### config.mk
export PLATFORM = sky130hd
export DESIGN_NAME = imem_boot_loader
export DESIGN_NICKNAME = d
export VERILOG_FILES = /design/src/rtl/imem_boot_loader.sv
export SDC_FILE = /design/constraint.sdc
export NUM_CORES = 1
export LEC_CHECK = 0
export CORE_AREA = 2 2 105 107
export CTS_CLUSTER_DIAMETER = 50
export DETAILED_ROUTE_END_ITERATION = 7
export DIE_AREA = 0 0 107 109
export PLACE_DENSITY = 0.79
export REMOVE_ABC_BUFFERS = 1
export SLEW_MARGIN = 10
export SYNTH_ARGS = -nofsm -noshare
export SYNTH_HDL_FRONTEND = slang
export SYNTH_SLANG_ARGS = --single-unit
### constraint.sdc
create_clock -name clk -period 2.8 [get_ports clk]
set_clock_uncertainty 0.1 [all_clocks]
set_input_delay 0.7 -clock clk [delete_from_list [all_inputs] [get_ports clk]]
set_output_delay 0.7 -clock clk [all_outputs]
set_load 0.03 [all_outputs]
### src/rtl/imem_boot_loader.sv
// Boot loader: streams a length-prefixed program image from a byte source into instruction memory
// and holds the CPU core in reset until the image is complete. Optional checksum via BOOT_CHECKSUM_EN.
module imem_boot_loader #(
    parameter int                    ADDR_WIDTH = 32,
    parameter int                    DAT_WIDTH  = 32,
    parameter int                    MAX_WORDS  = 1024,
    parameter logic [ADDR_WIDTH-1:0] BASE_ADDR  = '0
) (
    input  logic                  clk,
    input  logic                  rst_n,
    input  logic                  s_valid,
    input  logic [7:0]            s_data,
    output logic                  s_ready,
    input  logic                  restart,
    output logic                  imem_we,
    output logic [ADDR_WIDTH-1:0] imem_addr,
    output logic [DAT_WIDTH-1:0]  imem_wdata,
    output logic                  cpu_rst_n,
    output logic                  done,
    output logic                  error
);

    localparam int IDX_W = $clog2(MAX_WORDS + 1);

`ifdef BOOT_CHECKSUM_EN
    typedef enum logic [2:0] {S_LEN, S_DATA, S_CHK, S_WRAP, S_DONE, S_ERR} state_t;
    localparam state_t S_AFTER_DATA = S_CHK;
`else
    typedef enum logic [2:0] {S_LEN, S_DATA, S_WRAP, S_DONE, S_ERR} state_t;
    localparam state_t S_AFTER_DATA = S_WRAP;
`endif

    state_t             state_q, state_d;
    logic [1:0]         byte_cnt_q;
    logic [31:0]        len_q;
    logic [31:0]        word_q;
    logic [IDX_W-1:0]   word_idx_q;
    logic               accept;
    logic               last_byte;
    logic               last_word;
    logic               in_chk;
    logic [31:0]        full_word;
`ifdef BOOT_CHECKSUM_EN
    logic [31:0]        sum_q;
`endif

`ifdef BOOT_CHECKSUM_EN
    assign in_chk = (state_q == S_CHK);
`else
    assign in_chk = 1'b0;
`endif

    // A byte offered during restart is refused so that the new image starts cleanly.
    assign s_ready   = !restart && ((state_q == S_LEN) || (state_q == S_DATA) || in_chk);
    assign accept    = s_valid && s_ready;
    assign last_byte = accept && (byte_cnt_q == 2'd3);
    assign full_word = {s_data, word_q[23:0]};
    assign last_word = (32'(word_idx_q) + 32'd1) == len_q;

    always_ff @(posedge clk or negedge rst_n) begin
        if (!rst_n) begin
            state_q <= S_LEN;
        end else begin
            state_q <= state_d;
        end
    end

    always_comb begin
        state_d = state_q;
        if (restart) begin
            state_d = S_LEN;
        end else begin
            case (state_q)
                S_LEN: begin
                    if (last_byte) begin
                        if (full_word == 32'd0) begin
                            state_d = S_AFTER_DATA;
                        end else if (full_word > 32'(MAX_WORDS)) begin
                            state_d = S_ERR;
                        end else begin
                            state_d = S_DATA;
                        end
                    end
                end
                S_DATA: begin
                    if (last_byte && last_word) begin
                        state_d = S_AFTER_DATA;
                    end
                end
`ifdef BOOT_CHECKSUM_EN
                S_CHK: begin
                    if (last_byte) begin
                        state_d = (full_word == sum_q) ? S_WRAP : S_ERR;
                    end
                end
`endif
                S_WRAP:  state_d = S_DONE;
                S_DONE:  state_d = S_DONE;
                S_ERR:   state_d = S_ERR;
                default: state_d = S_LEN;
            endcase
        end
    end

    // Status outputs are registered from the next state so they change together with it.
    always_ff @(posedge clk or negedge rst_n) begin
        if (!rst_n) begin
            byte_cnt_q <= 2'd0;
            len_q      <= 32'd0;
            word_q     <= 32'd0;
            word_idx_q <= '0;
            imem_we    <= 1'b0;
            imem_addr  <= BASE_ADDR;
            imem_wdata <= '0;
            cpu_rst_n  <= 1'b0;
            done       <= 1'b0;
            error      <= 1'b0;
`ifdef BOOT_CHECKSUM_EN
            sum_q      <= 32'd0;
`endif
        end else begin
            imem_we   <= 1'b0;
            done      <= (state_d == S_DONE);
            cpu_rst_n <= (state_d == S_DONE);
            error     <= (state_d == S_ERR);
            if (restart) begin
                byte_cnt_q <= 2'd0;
                len_q      <= 32'd0;
                word_q     <= 32'd0;
                word_idx_q <= '0;
                imem_addr  <= BASE_ADDR;
`ifdef BOOT_CHECKSUM_EN
                sum_q      <= 32'd0;
`endif
            end else begin
                if (accept) begin
                    byte_cnt_q                         <= byte_cnt_q + 2'd1;
                    word_q[{byte_cnt_q, 3'b000} +: 8] <= s_data;
                end
                if (last_byte && (state_q == S_LEN)) begin
                    len_q <= full_word;
                end
                if (last_byte && (state_q == S_DATA)) begin
                    imem_we    <= 1'b1;
                    imem_wdata <= DAT_WIDTH'(full_word);
                    imem_addr  <= BASE_ADDR + (ADDR_WIDTH'(word_idx_q) << 2);
                    word_idx_q <= word_idx_q + 1'b1;
`ifdef BOOT_CHECKSUM_EN
                    sum_q      <= sum_q + full_word;
`endif
                end
            end
        end
    end

endmodule

# == Yosys cells after proc, flatten, opt, wreduce, memory -nomap -nowiden ==
# Cells that the tools add are included.
# W data, S select, Z words.
# classes
shift,2
n_mux,19
order_cmp,1
n_addsub,4
eq_ne,8
reduce_logical,15
n_bitwise,1
# op_table
op,n
$mux W32,6
$bwmux W32,1
$eq A12 B32 Y1,1
$gt A32 B11 Y1 const B,1
$logic_not A32 Y1,1
$shift A8 B7 Y32 const A,1
$shiftx A8 B7 Y32,1
$mux W11,2
$mux W3,5
$add A11 B1 Y12 const B,1
$pmux W3 S4,1
$add A11 B1 Y11 const B,1
$eq A3 B2 Y1 const B,3
$neg A5 Y7,1
$eq A3 B3 Y1 const B,2
$logic_and A1 B1 Y1,6
$reduce_bool A2 Y1,3
$mux W2,2
$eq A3 B1 Y1 const B,1
$logic_not A3 Y1,1
$add A2 B1 Y2 const B,1
$eq A2 B2 Y1 const B,1
$mux W1,2
$reduce_and A2 Y1,1
4 further kinds,4
# totals
out_inout_bits,69
input_bits,12
register_bits,147

# == Depth between registers and ports, before layout ==
# logic_depth
word_depth,10
depth_mapped,9

# == Least setup slack after synthesis ==
# No wires, ideal clock.
# synth_timing
path_kind,input-to-output
startpoint,input restart
endpoint,output s_ready
slack_ns,0.242
arrival_ns,1.758
path_stages,3
path_buffers,2
path_cell_list,clkbuf_1 > clkbuf_1 > nor3_1
# synth_between
elab_chain_len,2
# synth_lines
item,line_no,rtl
"start, declared",14,"input logic restart,"
$logic_not A1 Y1,54,assign s_ready = !restart && ((state_q == S_LEN) || (state_q == S_DATA) || in_chk);
$logic_and A1 B1 Y1,54,
"end, declared",13,"output logic s_ready,"
# Every way passes these cells.

# == Final worst setup path ==
# Same ends and word-level chain as after synthesis.

==> flow_summary.yaml <==
worst_setup_path:
  cp_slowest_cell: "clkdlybuf4s50_1"
  cp-end-kind: "output port"
  critPathMaxStageDelay_ns: 0.55
  critPathMaxFanout: 58
  r2r_cells: 7
  startpoint_type: "input pin"
  crit_family: "buffers and inverters"
  path_class: "in2out"
  arrival_ns: 1.92
  required_ns: 2.00
  path_cells: "clkdlybuf4s50_1 > buf_6 > nor3_1 > buf_4"
  cp.buffers_inverters: 3
  cp.depth: 4
routing:
  drc: 0
  vias: 4642
  wire_per_inst_um: 15.7
  postRouteAntennaNets: 0
  drtIter0Drc: 334
  vias_per_cell: 5.47
  drt_wl_total_um: 13300
  drt_first_pass_iters: 5
pwr:
  power_frac_seq_pct: 40.5
  clkPwrFrac_pct: 53.8
  combPwrFrac_pct: 5.8
  switching_share_pct: 22.2
  total_power_mw: 4.32
  max-vdd-ir-drop_mv: 0.368
  p_int_mw: 3.36
  p_leak_nw: 3.28
  p_per_area_nw_per_um2: 614
  p_switching_mw: 0.959
floorplanning:
  coreArea_sq_um: 10600
  rows: 38
  die_w_um: 107
  die-area_sq_um: 11700
  start_util_pct: 53.0
  dieHeight_um: 109
  io_pins: 81
placed_design:
  port_buffers: 59
  dpl.hpwl_um: 9000
  placed_area_sq_um: 6390
  gp_congestion: 0.846
finish:
  drive_gt1_share_pct: 9.89
  diodes: 0
  area_growth_pct: 24.9
  nets: 712
  final_area_sq_um: 7030
clock_tree:
  h-tree-depth: 4
  root_buffer: "clkbuf_8"
  clock-sinks: 118
  cts.clk_slew.worst_paths_ns: 0.06
  cts_buffer_depth: 2
  insertion_delay_ns: 0.52
  cts_tree: "done"
  hold_buffers: 0
  postCtsSetupRepairBufs: 0
  cts_resized: 1
  numCtsBuffers: 17
timing:
  relSlewSlack_pct: 30.7
  rsz0062_at_grt: "no"
  hold_ws_ns: 0.0696
  tightest_slew_ns: 1.04
  finalSetupViolCount: 0
  final.setup.tns_ns: 0
  drv_slew: 0
  final.min_clock_period_ns: 2.72
  period_share_pct: 97.1
  finalHoldViolCount: 0
  max_freq_mhz: 368
synthesis:
  ys_async_sr_fraction_pct: 100
  yosys.area.top_type: "dfrtp_1"
  synth-edff-count: 0
  synthCells: 629
  synth_top_flop_cell: "dfrtp_1"
  avgSynthCellArea_sq_um: 8.94
  syn_area_sq_um: 5620
  ys_seq_area_share_pct: 52.5
  yosysWarnings: 0
  synth_top_cell_area_share_pct: 52.5
  yosys-top-cells-area: "dfrtp_1, nand2_1, o21ai_0"
  ys_types: 49
  ys_ff_latch: 118
global_route:
  grt_usage_pct: 24.7
  grt_busiest_layer: "met2"
  grt_max_degree: 64
  grt_pass1_vias: 4500
  use_met1_pct: 31.5
  overflow: 0
  grt_util_met2_pct: 41.2
  gr-usage-met3_pct: 6.63
  antenna_found_initial: 0
  grt_pass1_wl_um: 22300
job:
  cap_violations: 0
outcome:
  status: "finished, final reports clean"
min_path:
  hold_class: "in2async"
-- placed cells by master, fill, tap and decap left out, drive strengths merged, types with 2 or more instances in the layout --
master / count
o31ai: 7
nand3: 11
xnor2: 9
nor3: 8
bufinv: 5
ha: 5
nand4: 7
nor4: 16
clkdlybuf4s50: 57
nand3b: 12
and4: 3
a2bb2oi: 2
inv: 2
nor4b: 4
nand2b: 33
a21o: 2
buf: 30
nand2: 200
and2: 3
dfrtp: 118
and3: 4
or4: 3
a22o: 7
a31oi: 2
conb: 21
clkbuf: 19
o21ai: 66
clkinvlp: 4
nor2: 15
clkinv: 5
xor2: 5
a21oi: 9
-- kinds of logic after synthesis --
logic type	after synthesis	share of synthesized area, %
XOR/XNOR	14	2.18
flip-flops	118	52.5
other	1	0.0667
AO/OA/AOI/OAI	102	10.5
multiplexers	1	0.200
buffers and inverters	63	6.19
adder cells (fa/ha/maj)	5	1.11
AND/OR/NAND/NOR	325	27.3
-- cell usage after synthesis (3+ instances only) --
cell and count:
nand3_1 11, and3_1 4, nand2_1 199, buf_4 22
o21ai_1 6, clkbuf_1 25, nand3b_1 12, a22o_1 7
o21ai_0 60, and4_1 3, nand2b_1 33, a21oi_1 9
buf_2 10, nor2_1 15, o31ai_1 7, nand4_1 7
nor4_1 16, dfrtp_1 118, and2_1 3, nor4b_1 3
or4_1 3, nor3_1 8, xor2_1 5, xnor2_1 9
ha_1 5
-- worst paths after layout --
kind	slack (ns)	to	startpoint
setup / recovery	0.08	s_ready	restart
hold / removal	0.07	imem_we$_DFF_PN0_	rst_n
setup reg to reg	0.26	state_q[0]$_DFF_PN0_	word_idx_q[1]$_DFFE_PN0P_
hold reg to reg	0.37	imem_wdata[20]$_DFFE_PN0P_	imem_wdata[20]$_DFFE_PN0P_
max in group asynchronous	1.84	len_q[13]$_DFFE_PN0P_	rst_n
min in group clk	0.37	imem_wdata[20]$_DFFE_PN0P_	imem_wdata[20]$_DFFE_PN0P_
-- worst register-to-register path: cells and delay by family (launching register included) --
family                   cells  cell delay (ns)
AND/OR/NAND/NOR              3             0.78
AO/OA/AOI/OAI                3             0.62
flip-flops                   1             0.48
adder cells (fa/ha/maj)      1             0.42
-- through the flow --
stage	setup WS, ns	utilization (%)	std cells
after floorplan	-0.836	-	589
after global placement	-0.228	60.2	816
after detailed placement	-0.276	60.2	816
after CTS	0.0800	66.3	848
after global routing	0.00744	66.3	848
final	0.0814	66.3	848
-- area by class of cell --
class | instances | area, sq um
flip-flops and latches | 118 | 2950
fillers | 816 | 3580
inverters | 3 | 12.5
well taps | 140 | 175
repair buffers | 87 | 850
multi-input cells | 468 | 2400
clock buffers | 19 | 432
clock inverters | 13 | 204
-- power groups by stage --
stage               clock, mW  sequential [mW]  combinational (mW)
floorplan                   0             1.77               0.123
global placement            0             1.78               0.242
detailed placement          0             1.78               0.249
CTS                      2.35             1.75               0.251
global route             2.44             1.75               0.275
finish                   2.32             1.75               0.250
-- sequential cells by signal, indices dropped and copies added (netlist names), 2 cells and up --
name        flops
state_q         3
len_q          32
imem_wdata     32
word_q         24
imem_addr      11
byte_cnt_q      2
word_idx_q     11
-- per-layer routing --
metal	wire (um)	up-vias
met4	225	0
met3	756	23
met2	6740	182
met1	5570	2239
li1	-	2198
met5	0	-
No activity file was read; power rests on OpenSTA's default activity.
